--- config.mk ---
export PLATFORM = sky130hd
export DESIGN_NAME = uart_tx_buffer
export DESIGN_NICKNAME = d
export VERILOG_FILES = /design/src/rtl/uart_tx_buffer.sv
export SDC_FILE = /design/constraint.sdc
export NUM_CORES = 1
export LEC_CHECK = 0
export CORE_ASPECT_RATIO = 0.6
export CORE_UTILIZATION = 60
export DETAILED_ROUTE_END_ITERATION = 6
export PLACE_DENSITY = 0.82
export SETUP_SLACK_MARGIN = 0.02
export SLEW_MARGIN = 20
export SYNTH_ARGS = -nofsm -noshare
export SYNTH_HDL_FRONTEND = slang
export SYNTH_SLANG_ARGS = --single-unit
--- constraint.sdc ---
create_clock -name clock -period 7 [get_ports clock]
set_clock_uncertainty 0.15 [all_clocks]
set_input_delay 1.05 -clock clock [delete_from_list [all_inputs] [get_ports clock]]
set_output_delay 1.05 -clock clock [all_outputs]
set_load 0.05 [all_outputs]
--- src/rtl/uart_tx_buffer.sv ---
// Byte FIFO feeding a UART transmitter: buffers host writes and hands one byte
// at a time to the transmitter through a send/active/done handshake.
module uart_tx_buffer #(
  parameter int unsigned DEPTH      = 8,
  parameter int unsigned DATA_WIDTH = 8
) (
  input  logic                    clock,
  input  logic                    reset,
  input  logic                    wr_en,
  input  logic [DATA_WIDTH-1:0]   wr_data,
  input  logic                    tx_active_flag,
  input  logic                    tx_done_flag,
  output logic                    send,
  output logic [DATA_WIDTH-1:0]   data_in,
  output logic                    full,
  output logic                    empty,
  output logic [$clog2(DEPTH):0]  count,
  output logic                    overflow
);

  localparam int unsigned AW = $clog2(DEPTH);
  localparam logic [AW-1:0] PTR_ONE  = AW'(1);
  localparam logic [AW:0]   CNT_ONE  = (AW+1)'(1);
  localparam logic [AW:0]   CNT_FULL = (AW+1)'(DEPTH);

  typedef enum logic [1:0] {IDLE, REQ, WAIT_DONE} state_t;

  state_t                  state;
  logic [DATA_WIDTH-1:0]   mem [DEPTH];
  logic [AW-1:0]           wr_ptr;
  logic [AW-1:0]           rd_ptr;
  logic                    push;
  logic                    pop;
  logic [AW:0]             count_next;

  // Pops are only launched from IDLE, so a frame consumes exactly one entry.
  always_comb begin
    push       = wr_en && !full;
    pop        = (state == IDLE) && !empty && !tx_active_flag;
    count_next = count;
    case ({push, pop})
      2'b10:   count_next = count + CNT_ONE;
      2'b01:   count_next = count - CNT_ONE;
      default: count_next = count;
    endcase
  end

  always_ff @(posedge clock) begin
    if (push) mem[wr_ptr] <= wr_data;
  end

  always_ff @(posedge clock) begin
    if (reset) begin
      wr_ptr   <= '0;
      count    <= '0;
      full     <= 1'b0;
      empty    <= 1'b1;
      overflow <= 1'b0;
    end else begin
      if (push) wr_ptr <= wr_ptr + PTR_ONE;
      if (wr_en && full) overflow <= 1'b1;
      count <= count_next;
      full  <= (count_next == CNT_FULL);
      empty <= (count_next == '0);
    end
  end

  always_ff @(posedge clock) begin
    if (reset) begin
      state   <= IDLE;
      rd_ptr  <= '0;
      send    <= 1'b0;
      data_in <= '0;
    end else begin
      case (state)
        IDLE: begin
          if (pop) begin
            state   <= REQ;
            send    <= 1'b1;
            data_in <= mem[rd_ptr];
            rd_ptr  <= rd_ptr + PTR_ONE;
          end
        end
        REQ: begin
          if (tx_active_flag) begin
            state <= WAIT_DONE;
            send  <= 1'b0;
          end
        end
        WAIT_DONE: begin
          if (tx_done_flag) state <= IDLE;
        end
        default: begin
          state <= IDLE;
          send  <= 1'b0;
        end
      endcase
    end
  end

endmodule

==> impl_metrics.csv <==
group,metric,value,unit
outcome,status,"completed",
cts,cts_tree,"done",
yosys,synthTopCellsByCount,"edfxtp_1, nor2_1, dfxtp_1",
worst_setup_path,cp_cell_sequence,"clkdlybuf4s50_1 > nor2b_1 > inv_1 > ha_1 > nand2b_1 > or4b_1 > a31oi_1 > xnor2_1 > and4bb_2",
flow_run,cap_violations,0,
drt,routed_via_density,5.68,
sta,drv_slew,0,
placement,dp_hpwl,3.90,mm
sta,finalCritPeriodShare,49.1,%
drt,drt_wl_total,5.84,mm
cts,clockRootBuffer,"clkbuf_8",
finish,drive_gt1_share,15.6,%
yosys,ys_seq_area_share,70.1,%
die,core-area,5280,um2
sta,period_needed,3.44,ns
yosys,syn_nets,230,
die,dieArea,6030,um2
yosys,synth_edf_count,64,
cts,post_cts_buffers,0,
cts,cts_hold_buf,0,
drt,vias,1856,
yosys,synth_most_common_cell,"edfxtp_1",
yosys,yosysTopAreaCellShare,56.1,%
drt,drc_errors,0,
yosys,yosysUniqueCellTypes,28,
sta,relSlewSlack,38.2,%
worst_setup_path,start_kind,"input port",
power_and_ir_drop,p_total,1.26,mW
placement,place.gp.congestion,0.753,
drt,antenna_left,0,
yosys,syn_inst,212,
yosys,ys_ff_latch,88,
die,start_util,64.9,%
global_route,grt_overflow,0,
sta,hold_violations,0,
power_and_ir_drop,p_leak,1.30,nW
die,placementRows,20,
yosys,synthArstFlopShare,0,%
cts,htreeDepth,3,
sta,worst_slack,3.56,ns
cts,clock-sinks,88,
sta,worst_pin_slew,0.924,ns
global_route,grt_pass1_vias,1818,
worst_setup_path,worstSetupPathType,"in2reg",
cts,clockBufferDepth,2,
finish,nets,263,
sta,rsz0062_at_grt,"no",
cts,clock_latency,0.35,ns
sta,clock.fmax,0.291,GHz
worst_setup_path,endpoint_kind,"register",
yosys,synthesis.area,3430,um2
finish,fill_cells,308,
placement,post-place-ws,3.18,ns
drt,drt_pass1_iterations,4,
cts,clk_pin_slew,0.08,ns
global_route,grt_pass1_wl,9.39,mm
min_path,min-delay-path-class,"reg2reg",
cts,ctsResizeCount,0,
worst_setup_path,cpMaxStageDelayCell,"clkdlybuf4s50_1",
placement,port_buffers,28,
yosys,synth_area_leaders,"edfxtp_1, dfxtp_1, mux4_2",
worst_setup_path,required,7.10,ns
worst_setup_path,critPathArrivalTime,3.54,ns
global_route,grt.total_usage,22.8,%
drt,drt-initial-drc-count,112,
global_route,antenna_found_initial,0,
die,die_x,99.6,um
finish,num_antenna_cells,0,
yosys,synth-main-ff-cell,"edfxtp_1",
drt,wl_per_cell,17.9,um
sta,setup_viol,0,
power_and_ir_drop,peakVddDrop,0.159,mV
global_route,grt_max_degree,25,
yosys,yosys_warnings,0,
die,top_level_ports,29,
yosys,synth_top_area_cell,"edfxtp_1",
cts,numCtsBuffers,9,
finish,syn_to_final_growth,16.4,%
worst_setup_path,cpPeakStageDelay,0.47,ns
sta,setup_tns,0,ns
power_and_ir_drop,power_density,316,nW/um2
worst_setup_path,cp_max_fo,6,
yosys,syn_avg_cell_area,16.2,um2
die,dieHeight,60.5,um
area by class of cell:
type,instances,area [um2],share of cell area [%]
clock buffers,9,124,3.10
repair buffers,32,310,7.78
flip-flops and latches,88,2400,60.2
inverters,2,7.51,0.188
clock inverters,7,70.1,1.76
well taps,77,96.3,2.41
multi-input cells,112,980,24.6
worst max-delay path: cells and delay by family:
kind | cells | cell delay (ns)
buffers and inverters | 2 | 0.60
adders and majority gates | 1 | 0.25
and+or+nand+nor | 4 | 1.26
AOI/OAI and AO/OA | 1 | 0.20
xor gates and xnor gates | 1 | 0.17
through the flow:
step                      instance area, um2  instances  utilization (%)  hold WS, ns
after floorplan                         3430        212                -        0.316
after global placement                  3800        311             71.9        0.302
after detailed placement                3800        311             71.9        0.314
after CTS                               3990        327             75.6        0.333
after global routing                    3990        327             75.6        0.374
final                                   3990        327             75.6        0.327
cells in the final DEF, fill, tap and decap left out:
master	count
nand2b_1	4
dfxtp_1	24
clkinv_2	1
nand3b_1	1
edfxtp_1	64
inv_1	2
xnor2_1	4
clkinvlp_2	1
clkbuf_8	9
o21ai_0	2
a21oi_1	4
or2b_1	1
clkinv_4	1
nor2_1	33
nor3_1	3
a31o_2	1
or3_2	1
mux2i_1	11
inv_6	2
clkinv_1	1
xor2_1	5
a2111oi_0	1
nor4_2	1
mux4_2	16
ha_1	5
a211oi_1	8
bufinv_16	1
and4bb_2	1
nand2_1	7
buf_4	4
a31oi_1	1
clkdlybuf4s50_1	28
or4b_1	1
nor2b_1	1
report_power, final:
group,switching [mW],internal (mW),leakage [nW]
registers,0.0310,0.597,0.778
logic,0.172,0.123,0.422
clock network,0.172,0.165,0.0976
total,0.376,0.885,1.30
cells by family after synthesis:
group | Yosys count | share of synthesized area (%)
xor+xnor | 9 | 2.30
compound gates | 17 | 3.32
simple gates | 54 | 7.23
flops | 88 | 70.1
mux | 27 | 13.7
fa+ha+maj | 5 | 1.83
buf+inv | 12 | 1.50
registers in the layout, summed over array words and instances, names as in the netlist:
signal / cells
mem: 64
data_in: 8
count: 4
rd_ptr: 3
wr_ptr: 3
state: 2
empty: 1
full: 1
overflow: 1
send: 1
routing by layer:
layer / GRT usage [%] / routed length [um] / up-vias
met1: 31.8 / 2820 / 911
met3: 8.41 / 391 / 11
met5: 0 / 0 / -
met4: 8.19 / 85 / 0
met2: 34.0 / 2540 / 64
li1: - / - / 870
final timing paths:
kind                            depth (start not counted)             startpoint  slack [ns]                     to
worst max-delay path                                    9                  wr_en        3.56        full$_SDFF_PP0_
worst min-delay path                                    2  overflow$_SDFFE_PP0P_        0.33  overflow$_SDFFE_PP0P_
worst max register to register                          8        full$_SDFF_PP0_        4.39        full$_SDFF_PP0_
worst min register to register                          2  overflow$_SDFFE_PP0P_        0.33  overflow$_SDFFE_PP0P_
Power figures use the tool's default switching activity.
